[src/rtl/byte_serial_tx_if.sv]
// Handshake and serial-line bundle for the byte serial transmitter.
// The master side supplies the byte and the load request.
// The slave side (the transmitter) returns ready, the serial line and the frame status.
interface byte_serial_tx_if #(
  parameter int WIDTH = 8
);
  logic [WIDTH-1:0] d;
  logic             load;
  logic             ready;
  logic             sout;
  logic             busy;
  logic             done;

  modport master (
    output d, load,
    input  ready, sout, busy, done
  );

  modport slave (
    input  d, load,
    output ready, sout, busy, done
  );
endinterface

[src/rtl/byte_serial_tx.sv]
// Byte serial transmitter.
// Sends one frame for each accepted byte: a start bit, then the data bits LSB
// first, then a stop bit. Each bit is held on sout for DIV clock cycles.
// Every output comes from registered state, so no input reaches an output
// without passing through a register first.
module byte_serial_tx #(
  parameter int WIDTH = 8,
  parameter int DIV   = 4
) (
  input logic            clk,
  input logic            reset,
  byte_serial_tx_if.slave bus
);

  localparam int DW = $clog2(DIV + 1);
  localparam int BW = $clog2(WIDTH + 1);
  localparam logic [DW-1:0] DIV_LAST = DW'(DIV - 1);
  localparam logic [BW-1:0] BIT_LAST = BW'(WIDTH - 1);

  typedef enum logic [1:0] {IDLE, START, DATA, STOP} state_t;

  state_t           r_state;
  state_t           w_nextState;
  logic [DW-1:0]    r_divCnt;
  logic [BW-1:0]    r_bitCnt;
  logic [WIDTH-1:0] r_shreg;
  logic             r_done;
  logic             w_bitEnd;
  logic             w_accept;
  logic             w_sout;

  // Flag the last cycle of the current bit slot and a load accepted while idle.
  always_comb begin
    w_bitEnd = 1'b0;
    w_accept = 1'b0;
    w_bitEnd = (r_state != IDLE) && (r_divCnt == DIV_LAST);
    w_accept = (r_state == IDLE) && bus.load;
  end

  // Next-state decode for the frame sequence.
  always_comb begin
    w_nextState = r_state;
    case (r_state)
      IDLE:  if (w_accept) w_nextState = START;
      START: if (w_bitEnd) w_nextState = DATA;
      DATA:  if (w_bitEnd && (r_bitCnt == BIT_LAST)) w_nextState = STOP;
      STOP:  if (w_bitEnd) w_nextState = IDLE;
      default: w_nextState = IDLE;
    endcase
  end

  // State register, bit timing counters, shift register and done pulse.
  always_ff @(posedge clk) begin
    if (reset) begin
      r_state  <= IDLE;
      r_divCnt <= '0;
      r_bitCnt <= '0;
      r_shreg  <= '0;
      r_done   <= 1'b0;
    end else begin
      r_state <= w_nextState;
      r_done  <= (r_state == STOP) && w_bitEnd;
      if (w_accept) begin
        r_shreg  <= bus.d;
        r_divCnt <= '0;
        r_bitCnt <= '0;
      end else if (r_state != IDLE) begin
        if (w_bitEnd) begin
          r_divCnt <= '0;
          if (r_state == DATA) begin
            r_shreg  <= r_shreg >> 1;
            r_bitCnt <= (r_bitCnt == BIT_LAST) ? '0 : r_bitCnt + 1'b1;
          end
        end else begin
          r_divCnt <= r_divCnt + 1'b1;
        end
      end
    end
  end

  // Serial line level decoded from the registered state and shift register.
  always_comb begin
    w_sout = 1'b1;
    case (r_state)
      START:   w_sout = 1'b0;
      DATA:    w_sout = r_shreg[0];
      default: w_sout = 1'b1;
    endcase
  end

  assign bus.sout  = w_sout;
  assign bus.ready = (r_state == IDLE);
  assign bus.busy  = (r_state != IDLE);
  assign bus.done  = r_done;

endmodule

[src/flat_wrapper.sv]
// flat-port wrapper written by rule: the top's interface ports become plain ports
module byte_serial_tx_flat 
#(
  parameter int WIDTH = 8,
  parameter int DIV   = 4
)
  (clk, reset, bus_d, bus_load, bus_ready, bus_sout, bus_busy, bus_done);
  byte_serial_tx_if #(.WIDTH(WIDTH)) bus_i ();
  input logic clk;
  input logic reset;
  input wire logic [$bits(bus_i.d)-1:0] bus_d;
  input wire logic [$bits(bus_i.load)-1:0] bus_load;
  output wire logic [$bits(bus_i.ready)-1:0] bus_ready;
  output wire logic [$bits(bus_i.sout)-1:0] bus_sout;
  output wire logic [$bits(bus_i.busy)-1:0] bus_busy;
  output wire logic [$bits(bus_i.done)-1:0] bus_done;
  assign bus_i.d = bus_d;
  assign bus_i.load = bus_load;
  assign bus_ready = bus_i.ready;
  assign bus_sout = bus_i.sout;
  assign bus_busy = bus_i.busy;
  assign bus_done = bus_i.done;
  byte_serial_tx #(.WIDTH(WIDTH), .DIV(DIV)) u_core (.clk(clk), .reset(reset), .bus(bus_i));
endmodule
[config.mk]
export PLATFORM = sky130hd
export DESIGN_NAME = byte_serial_tx_flat
export DESIGN_NICKNAME = d
export VERILOG_FILES = /design/src/rtl/byte_serial_tx_if.sv /design/src/rtl/byte_serial_tx.sv /design/src/flat_wrapper.sv
export SDC_FILE = /design/constraint.sdc
export NUM_CORES = 1
export LEC_CHECK = 0
export CAP_MARGIN = 20
export CORE_MARGIN = 3
export CORE_UTILIZATION = 55
export DETAILED_ROUTE_END_ITERATION = 16
export GPL_ROUTABILITY_DRIVEN = 0
export PLACE_DENSITY = 0.81
export SYNTH_ARGS = -nofsm -noshare
export SYNTH_HDL_FRONTEND = slang
export SYNTH_SLANG_ARGS = --single-unit
[constraint.sdc]
create_clock -name clk -period 2.65 [get_ports clk]
set_input_delay 0.795 -clock clk [delete_from_list [all_inputs] [get_ports clk]]
set_output_delay 0.795 -clock clk [all_outputs]
set_load 0.005 [all_outputs]
Yosys cells after proc, flatten, opt, wreduce, memory -nomap -nowiden
Index checks and enable logic that the tools add are counted.

Input port bits: 11. Output and inout bits: 4. Bits in registers: 18.

Muxes and demuxes: 12. $add $sub $neg: 2. Eq/ne operators: 9. Reduce and logical (&&, ||, !) cells: 13.

Operators by type and width (count): $mux W8 (4); $mux W2 (4); $ne A2 B1 Y1 const B (4); $pmux W2 S4 (1); $reduce_bool A2 Y1 (4); $reduce_and A3 Y1 (2); $add A4 B1 Y4 const B (1); $eq A2 B2 Y1 const B (2); $eq A4 B3 Y1 const B (1); $logic_and A1 B1 Y1 (4); $mux W4 (1); $reduce_and A4 Y1 (1); $add A3 B1 Y3 const B (1); $eq A3 B2 Y1 const B (1); $mux W3 (1); $eq A2 B1 Y1 const B (1); $logic_not A2 Y1 (1); $pmux W1 S2 (1); $reduce_or A2 Y1 (1).

Depth between registers and ports, before layout
Depth in word-level cells: 5. Mapped depth: 8.

Least setup slack after synthesis
Ideal clock, no wire load.

Path kind: register -> output. Start: register u_core.r_state[0]. End: output bus_sout. Path buffers: 0. Data required time: 1855 ps. Data arrival time: 925 ps. Path slack: 930 ps. Stages on the path, launching flop included: 4. Cells stage by stage: dfxtp_1 > inv_1 > ha_1 > mux2i_1.

Cells in the longest elaborated chain, start to end: 2. Elaborated cells between the ends (all ways): 3. Those cells by class: eq/ne: 2; mux: 1.

Ends and longest elaborated chain: from (decl) (line byte_serial_tx.sv:22) `state_t r_state;`; from (signal assigned) (line byte_serial_tx.sv:61) `r_state <= w_nextState;`; $eq A2 B2 Y1 or $eq A2 B1 Y1 (tied branches) (line byte_serial_tx.sv:84) `case (r_state)`; $pmux W1 S2 * (line byte_serial_tx.sv:84); to (decl) (line flat_wrapper.sv:14) `output wire logic [$bits(bus_i.sout)-1:0] bus_sout;`.

Mark *: on every way between the ends. The rest lies on a longest branch, timed or not.

Worst setup path in the final report
Start: register u_core.r_state[0]. End: output bus_busy.

Cells in the longest elaborated chain, start to end: 1.

Ends and longest elaborated chain: $reduce_bool A2 Y1 (line byte_serial_tx.sv:93) `assign bus.busy = (r_state != IDLE);`; to (decl) (line flat_wrapper.sv:15) `output wire logic [$bits(bus_i.busy)-1:0] bus_busy;`.

Every way passes these cells.

==> results.cfg <==
[outcome]
status = finished clean

[synth]
synth_area_um2 = 972
yosysTopAreaCell = dfxtp_1
synth_nets = 129
yosys-top-cells-area = dfxtp_1, ha_1, nand2_1
syn_inst = 110
ys_seq_elements = 18
yosysUniqueCellTypes = 29
seq_area_frac_synth_pct = 37.1
synth.avg_cell_area_um2 = 8.84
synth_top_area_share_pct = 37.1
yosysWarnings = 0

[setup_path]
critPathRequiredTime_ns = 1.86
end_kind = primary output
r2r-start = u_core.r_state[0]$_SDFFE_PP0P_
cp_top_family = buffers and inverters
path_cells = inv_1 -> ha_1 -> inv_1 -> clkdlybuf4s50_1
worstSetupPathType = register to primary output
crit_path_top_delay_cell = clkdlybuf4s50_1
r2r_setup_slack_ns = 0.71
cp_slowest_stage_delay_ns = 0.53
path_common_cell = inv_1
reg2regPathDepth = 7
cp_max_fo = 4
reg2reg_to = u_core.r_shreg[1]$_SDFFE_PP0P_
crit_arrival_ns = 1.76
start_kind = register
path_buf_inv = 3

[placement]
hpwl_mm = 1.45
io_buffers = 14
dp.cells = 138
post-place-ws_ns = 0.356

[detailed_routing]
wl_per_cell_um = 13.8
vias = 862
drt-total-wl_mm = 1.95
antenna_left = 0
vias_per_cell = 6.11
first_iter_violations = 17
top_layer = met4
met3WireLength_um = 115
dr_wl_met2_um = 950
drc_errors = 0
wl_met1_um = 848
first_pass_iters = 4

[cts]
clock_path_buffers = 2
cts-root-buf = clkbuf_4
cts_tree = done
postCtsSetupBuffers = 0
clock-sinks = 18
clock_latency_ns = 0.30
cts_max_level = 1
clkTransAtPathRegs_ns = 0.10
cts_buffers = 3

[floorplan]
coreArea_um2 = 1580
num_io_pins = 15
chipWidth_um = 48.0
core.rowCount = 14
die_h_um = 48.0
start_util_pct = 61.7
dieArea_um2 = 2310

[sta]
finalMaxSlewViolations = 0
setup_ws_ns = 0.0922
final.min_clock_period_ns = 2.56
finalClockSkew_ns = 0.00202
finalCritPeriodShare_pct = 96.5
hold_viol = 0
whs_ns = 0.484
finalSetupViolCount = 0
max_slew_margin_pct = 70.9
tightest_slew_ns = 0.435
max_freq_mhz = 391

[min_path]
worstHoldStart = u_core.r_shreg[6]$_SDFFE_PP0P_
min_to = u_core.r_shreg[5]$_SDFFE_PP0P_
hold_path_depth = 2
hp-class = register to register

[global_route]
groute.usage.overall_pct = 19.3
antenna_found_initial = 0
grt_pass1_vias = 733
grt_pass1_wl_mm = 3.04
grt_max_degree = 18
grt_overflow = 0

[cells_and_area]
fillCellCount = 132
drive_gt1_share_pct = 13.6
layout.nets = 146
area_growth_syn_to_layout_pct = 18.8
fin_util_pct = 73.3
final_cells = 141
diodes = 0

[flow_run]
cap_violations = 0

[power_and_ir_drop]
vdd_drop_max_mv = 0.511
powerDensity_nw_per_um2 = 924
p_leak_nw = 0.439
p_total_mw = 1.07
-- logic make-up after synthesis --
logic type | Yosys count | synth area share, %
fa+ha+maj | 8 | 10.3
compound gates | 22 | 18.3
simple gates | 46 | 24.7
mux | 2 | 2.06
xor+xnor | 1 | 0.901
flops | 18 | 37.1
buf+inv | 13 | 6.69
-- per-layer routing --
metal / track usage (%) / vias up
li1: - / 419
met1: 23.1 / 415
met2: 32.2 / 26
met3: 4.51 / 2
met4: 9.68 / 0
met5: 0 / -
-- Yosys cell counts (all sizes together) --
master and count:
dfxtp 18, nand2 16, nor2 12, nand3 9, a311oi 8, ha 8
inv 8, a21oi 5, buf 3, o21ai 3, a211oi 2, clkbuf 2
mux2i 2, nand2b 2, nand3b 2, nand4 2, a31o 1, a31oi 1
and3 1, and4bb 1, nor4b 1, o21a 1, o22ai 1, xor2 1
-- power by group --
group	internal (mW)	switching [mW]
Clock	0.0531	0.0838
Combinational	0.250	0.302
Sequential	0.332	0.0456
-- how the worst max path moves through the flow --
stage                              startpoint        to  slack (ns)  cells after the start
6_report       u_core.r_state[0]$_SDFFE_PP0P_  bus_busy        0.09                      4
5_1_grt        u_core.r_state[0]$_SDFFE_PP0P_  bus_busy      -0.009                      4
4_1_cts        u_core.r_state[0]$_SDFFE_PP0P_  bus_sout        0.06                      4
3_5_place_dp   u_core.r_state[0]$_SDFFE_PP0P_  bus_sout        0.36                      4
3_3_place_gp   u_core.r_state[0]$_SDFFE_PP0P_  bus_sout        0.41                      4
2_1_floorplan  u_core.r_state[0]$_SDFFE_PP0P_  bus_sout        0.93                      3
-- per-stage QoR --
step | area (µm²) | setup TNS (ns)
2_1_floorplan | 972 | 0
3_3_place_gp | 1120 | 0
3_5_place_dp | 1120 | 0
4_1_cts | 1140 | 0
5_1_grt | 1150 | -0.00877
6_report | 1150 | 0
-- worst min-delay path, cell delays in order, from the launching register on --
cell and delay, ns:
dfxtp_1 0.32, nand2_1 0.05, a311oi_1 0.07
-- repair_timing --
action | 4_1_cts | 5_1_grt
hold buffers | 0 | 0
endpoints found under the setup margin | 1 | 1
gates resized for setup | 1 | 1
pin swaps | 0 | 0
-- flip-flops by register name, indices dropped and copies added (netlist names) --
name and count:
u_core.r_bitCnt 4, u_core.bus.done 1, u_core.r_divCnt 3, u_core.r_state 2, u_core.r_shreg 8
-- final cells by class --
class | count | area, µm² | area share [%]
well taps | 16 | 20.0 | 1.73
clock buffers | 3 | 22.5 | 1.95
repair buffers | 17 | 163 | 14.1
inverters | 8 | 30.0 | 2.60
multi-input cells | 79 | 559 | 48.4
flip-flops and latches | 18 | 360 | 31.2
-- placed cells by master, fill, tap and decap left out --
cell type        netlist  final
a211oi_1               2      2
o21ai_0                2      2
clkbuf_4               0      3
o21a_1                 1      1
ha_4                   0      1
a31o_2                 1      1
dfxtp_1               18     18
nand2_1               15     15
clkdlybuf4s50_1        0     14
buf_4                  0      3
nor4b_1                1      1
nand2b_4               2      2
ha_1                   8      7
nand2_2                1      1
mux2i_1                2      2
nand4_1                2      2
a311oi_1               6      6
a311oi_2               2      2
and4bb_2               1      1
nand3_1                9      9
a21oi_1                5      5
and3_1                 1      1
nor2_1                10     10
inv_1                  8      8
o21ai_4                1      1
a31oi_1                1      1
nor2_2                 2      2
xor2_1                 1      1
o22ai_1                1      1
nand3b_1               2      2
No activity file was read; power rests on OpenSTA's default activity.
==> RTL edit 1 (config.mk and constraints unchanged) <==
Make the reset (`reset`) asynchronous in one clocked block.
--- a/src/rtl/byte_serial_tx.sv
+++ b/src/rtl/byte_serial_tx.sv
@@ -51,5 +51,5 @@
 
   // State register, bit timing counters, shift register and done pulse.
-  always_ff @(posedge clk) begin
+  always_ff @(posedge clk or posedge reset) begin
     if (reset) begin
       r_state  <= IDLE;
Formal check against the unedited RTL: differs if reset is asserted again (counterexample within 4 cycles, from zero or initial values and one cycle with reset high); with reset held inactive, the same outputs for 10 cycles.
==> RTL edit 1 against the original RTL <==
Sequential cell count stayed put. Critical endpoint is now bus_sout. Worst hold slack improved by 0.025 ns. Design area decreased by 3.4%. Combinational power decreased by 8.9%. Clock skew shrank 0.0013 ns. Setup slack improved by 0.093 ns. Power grew 0.59%. Wire length decreased by 26%. Sequential share of layout area increased by 9.3 points. Final cell count fell by 13%. Critical path type unchanged. Synthesized area down 4.4%.
==> RTL edit 1: results (changes against the original RTL) <==
* Status: completed
- The clock skew after layout came to 0.000747 ns (-0.00128 ns).
* Data arrival time of the worst path: 1.67 ns (-0.09 ns)
- Start point of the critical path: u_core.r_state[1]$_DFFE_PP0P_
* Latest clock arrival within the worst-skew pair: 0.28 ns (-0.02 ns)
- The register-to-register path setup slack is 0.98 ns (+0.27 ns).
* Syn nets: 110 (-15%)
- The post-detailed-placement half-perimeter wirelength was 1140 um (-21%).
* Global routing usage summed across all routing layers: 16.0% (-3.3 points)
* Worst Reg-to-Reg Cells: 6 (-1)
- Tightest Pin Transition: 0.637 ns (+0.202 ns)
- The share of flip-flops with an asynchronous set or reset came to 100% (+100 points).
* Maximum number of pins on one net before global-route repair: 19 (+1)
- The timing-limited maximum frequency was 0.406 GHz (+3.8%).
- Quantity of gates resized following cts: 0 (-1)
- Wire length per cell: 11.8 um (-15%)
* Number of nets in the layout: 127 (-13%)
- In this run the critical register-to-register path is launched from u_core.r_state[1]$_DFFE_PP0P_.
- By area the synthesized netlist is led by dfrtp_1 (48%), ha_1 (9.4%), mux2i_1 (5.4%).
- Following the worst setup path forward leads to its endpoint at bus_sout.
- The sequential area share after synthesis came to 48.5% (+11 points).
- The per-cell via count in the routed design is 5.29 (-13%).
- The number of fill cells is 120 (-9.1%).
* Via count of the first global-routing pass: 554 (-24%)
- The worst hold path begins at u_core.r_divCnt[1]$_DFFE_PP0P_.
- Counting instances in the post-synthesis netlist gives the leading cell types as dfrtp_1 (18), nor2_1 (12), nand2_1 (8), ha_1 (7), nand3_1 (7).
- Largest voltage drop on the vdd net: 641 uV (+25%)
- Capturing point of the worst reg2reg path: u_core.r_state[1]$_DFFE_PP0P_
* Number of library cell types mapped by synthesis: 26 (-10%)
- First-iteration detailed-routing DRC count: 9 (-8)
-- RTL edit 1: kinds of logic after synthesis --
family | share of synthesized area, %
adders and majority gates | 9.42
DFF | 48.5
AOI/OAI and AO/OA | 11.8
xor gates and xnor gates | 0.942
buffers and inverters | 4.57
and+or+nand+nor | 17.8
muxes | 7.00
-- RTL edit 1: stage by stage --
| step | util (%) | area [sq um] | hold WS, ns | std cells |
|---|---|---|---|---|
| 6_report | 72.4 | 1120 | 0.509 | 123 |
| 5_1_grt | 72.4 | 1120 | 0.534 | 123 |
| 4_1_cts | 71.3 | 1100 | 0.504 | 123 |
| 3_5_place_dp | 69.9 | 1080 | 0.489 | 120 |
| 3_3_place_gp | 69.9 | 1080 | 0.479 | 120 |
| 2_1_floorplan | - | 930 | 0.454 | 92 |
-- RTL edit 1: final cells by class --
type | count | area share [%]
repair buffers | 15 | 13.2
clock buffers | 3 | 2.02
multi-input cells | 65 | 40.5
well taps | 16 | 1.79
inverters | 6 | 2.02
flip-flops and latches | 18 | 40.5
-- RTL edit 1: power by group --
group	internal, mW	switching [mW]
logic	0.262	0.241
clock network	0.0526	0.0730
registers	0.378	0.0664
total	0.693	0.380
-- RTL edit 1: per-layer routing --
metal / wire, um / global-route usage (%) / vias up
met4: 14 / 6.63 / 0
met3: 55 / 3.83 / 2
met1: 716 / 24.3 / 289
met5: 0 / 0 / -
li1: - / - / 347
met2: 660 / 21.7 / 13
-- RTL edit 1: critical path: cells and delay by family (launching register included) --
family / cells / cell delay [ns]
DFF: 1 / 0.41
buffers and inverters: 2 / 0.61
adders and majority gates: 1 / 0.19
AOI/OAI and AO/OA: 1 / 0.17
==> RTL edit 2 (same flow settings) <==
Made on the original files. `WIDTH` is set to 8 in 3 places; all go to 16.
--- a/src/rtl/byte_serial_tx_if.sv
+++ b/src/rtl/byte_serial_tx_if.sv
@@ -3,5 +3,5 @@
 // The slave side (the transmitter) returns ready, the serial line and the frame status.
 interface byte_serial_tx_if #(
-  parameter int WIDTH = 8
+  parameter int WIDTH = 16
 );
   logic [WIDTH-1:0] d;
--- a/src/rtl/byte_serial_tx.sv
+++ b/src/rtl/byte_serial_tx.sv
@@ -5,5 +5,5 @@
 // without passing through a register first.
 module byte_serial_tx #(
-  parameter int WIDTH = 8,
+  parameter int WIDTH = 16,
   parameter int DIV   = 4
 ) (
--- a/src/flat_wrapper.sv
+++ b/src/flat_wrapper.sv
@@ -2,5 +2,5 @@
 module byte_serial_tx_flat 
 #(
-  parameter int WIDTH = 8,
+  parameter int WIDTH = 16,
   parameter int DIV   = 4
 )
Ports: changed (resized bus_d); port bits go from 15 to 23. The function was not compared with the original's and may differ.
==> RTL edit 2 against the original RTL <==
Design area is 46% higher. Maximum frequency is 0.59% higher. Die area is 39% higher. Sequential cell count is 9 higher. Count of clock-buffer cells in the layout stayed put. Setup slack better by 0.015 ns. Wire length is 53% higher. Synthesized area is 45% higher. Power is 40% higher. Largest cell class unchanged.
==> RTL edit 2: results (changes against the original RTL) <==
- The global routing usage summed across all routing layers is 19.4% (+0.047 points).
* Post-Route M1 WL: 1380 um (+62%)
- The detailed router used layers up to and including met4.
- The buffer count from post-CTS setup fixing was 0 (unchanged).
- Post-DP Area: 0.00165 sq mm (+47%)
* Met3 routed wirelength: 134 um (+17%)
- Latest clock arrival within the worst-skew pair: 0.33 ns (+0.03 ns)
- Final HPWL from detailed placement: 2140 um (+47%)
* Total length of routed met2 wires: 1420 um (+49%)
* Ranking of synthesized cells by instance count: dfxtp_1 (27), nand2_1 (22), nor2_1 (21), nand3_1 (19), a311oi_2 (15)
- Largest voltage drop on the vdd net: 664 uV (+30%)
* Setup slack of the most critical reg-to-reg path: 0.56 ns (-0.15 ns)
- Share of flip-flops with an asynchronous set or reset: 0% (unchanged)
- The distinct cell type count after synthesis is 29 (unchanged).
* Largest registers: u_core.r_shreg: 16 flops, u_core.r_bitCnt: 5 flops, u_core.r_divCnt: 3 flops
* First-iteration detailed-routing DRC count: 56 (+39)
- Critical hold path startpoint: u_core.r_bitCnt[4]$_SDFFE_PP0P_
* Initial antenna violation count: 0 (unchanged)
* Total inserted antenna cells: 0 (unchanged)
* Leakage Power: 0.618 nW (+41%)
- Number of nets in the layout: 203 (+39%)
- Wire length per cell: 14.6 um (+5.6%)
- Number of instances on the worst hold path: 1 (-1)
* Worst-path clk slew: 0.14 ns (+0.04 ns)
* Portion of the post-synthesis area used by sequential elements: 38.4% (+1.3 points)
* Maximum root-to-sink buffer count: 2 (unchanged)
- First-pass GRT wire length: 5080 um (+67%)
- Status: completed
- Grt ovf: 0 (unchanged)
- Number of inserted filler cells in the final layout: 168 (+27%)
- Data arrival time of the worst path: 1.75 ns
* Biggest fanout along the worst timing path: 4 (unchanged)
- Vias per cell: 5.95 (-2.7%)
* Share of total power consumed by net switching: 41.0% (+0.54 points)
* Capturing point of the worst reg2reg path: u_core.r_shreg[6]$_SDFFE_PP0P_
- Fraction of layout cells with a size suffix above 1: 17.0% (+3.4 points)
- Syn nets: 181 (+40%)
- Clk Tree Root Cell: clkbuf_4
* Hold Path End: u_core.r_bitCnt[4]$_SDFFE_PP0P_
* Final clock skew: 0.0119 ns (+0.00993 ns)
- Maximum number of pins on one net before global-route repair: 32 (+14)
- The power consumed by combinational cells is 0.746 mW (+35%).
- The yosys synthesis warning count came to 0 (unchanged).
- By area the synthesized netlist is led by dfxtp_1 (38%), a311oi_2 (16%), nand3_1 (6.8%).
* Cell area power density: 886 mW/mm^2 (-4.1%)
- Tightest Pin Transition: 0.373 ns (-0.0625 ns)
- Via count of the first global-routing pass: 1171 (+60%)
* Port Buffers: 22 (+8)
- The clock group share of total power was 12.0% (-0.8 points).
-- RTL edit 2: cell count changes after synthesis, sizes merged, moves of 2 or more --
cell	delta
clkbuf	+2
nand2b	-2
nor2	+9
a311oi	+7
buf	+4
nand4	-2
nand3b	-2
dfxtp	+9
nand3	+10
nand2	+6
-- RTL edit 2: metrics by stage --
stage               setup slack, ns  utilization (%)  hold WS [ns]  std cells
CTS                          0.0363             72.2         0.503        204
floorplan                     0.820                -         0.455        155
global placement              0.478             71.0         0.466        200
global route                 0.0525             72.8         0.531        204
finish                        0.107             72.8         0.500        204
detailed placement            0.415             71.0         0.481        200
-- RTL edit 2: cell type report --
| type | instances | area, sq um | area share [%] |
|---|---|---|---|
| well taps | 28 | 35.0 | 2.08 |
| multi-input cells | 110 | 791 | 46.8 |
| repair buffers | 28 | 265 | 15.7 |
| flip-flops and latches | 27 | 543 | 32.2 |
| clock inverters | 1 | 5.00 | 0.297 |
| clock buffers | 3 | 22.5 | 1.33 |
| inverters | 7 | 26.3 | 1.56 |
-- RTL edit 2: worst max path at each step --
stage	startpoint	end	slack, ns
floorplan	bus_load	u_core.r_shreg[0]$_SDFFE_PP0P_	0.82
global placement	bus_load	u_core.r_shreg[6]$_SDFFE_PP0P_	0.48
detailed placement	u_core.r_state[0]$_SDFFE_PP0P_	bus_sout	0.42
CTS	u_core.r_state[0]$_SDFFE_PP0P_	bus_sout	0.04
global route	u_core.r_state[0]$_SDFFE_PP0P_	bus_busy	0.05
finish	u_core.r_state[0]$_SDFFE_PP0P_	bus_busy	0.11
-- RTL edit 2: layer usage --
| layer | vias to the layer above | track usage (%) |
|---|---|---|
| li1 | 594 | - |
| met1 | 577 | 24.4 |
| met2 | 37 | 32.5 |
| met3 | 5 | 3.68 |
| met4 | 0 | 7.12 |
| met5 | - | 0 |
-- RTL edit 2: worst max-delay path, delay by kind of cell, from the launching register on --
| kind | cells | cell delay, ns |
|---|---|---|
| buffers and inverters | 3 | 0.77 |
| flip-flops | 1 | 0.39 |
| adder cells (fa/ha/maj) | 1 | 0.27 |
-- RTL edit 2: repair_timing --
item,CTS,global route
gates resized for setup,0,4
hold buffers,0,0
setup endpoints to repair,0,1
-- RTL edit 2: cell families (layout without fill, tap and decap cells) --
| logic type | after synthesis | count (layout) | synth area share, % |
|---|---|---|---|
| buffers and inverters | 18 | 39 | 6.31 |
| adders and majority gates | 7 | 7 | 6.22 |
| xor gates and xnor gates | 1 | 1 | 0.622 |
| and+or+nand+nor | 69 | 69 | 22.8 |
| muxes | 3 | 3 | 2.13 |
| DFF | 27 | 27 | 38.4 |
| AOI/OAI and AO/OA | 30 | 30 | 23.6 |
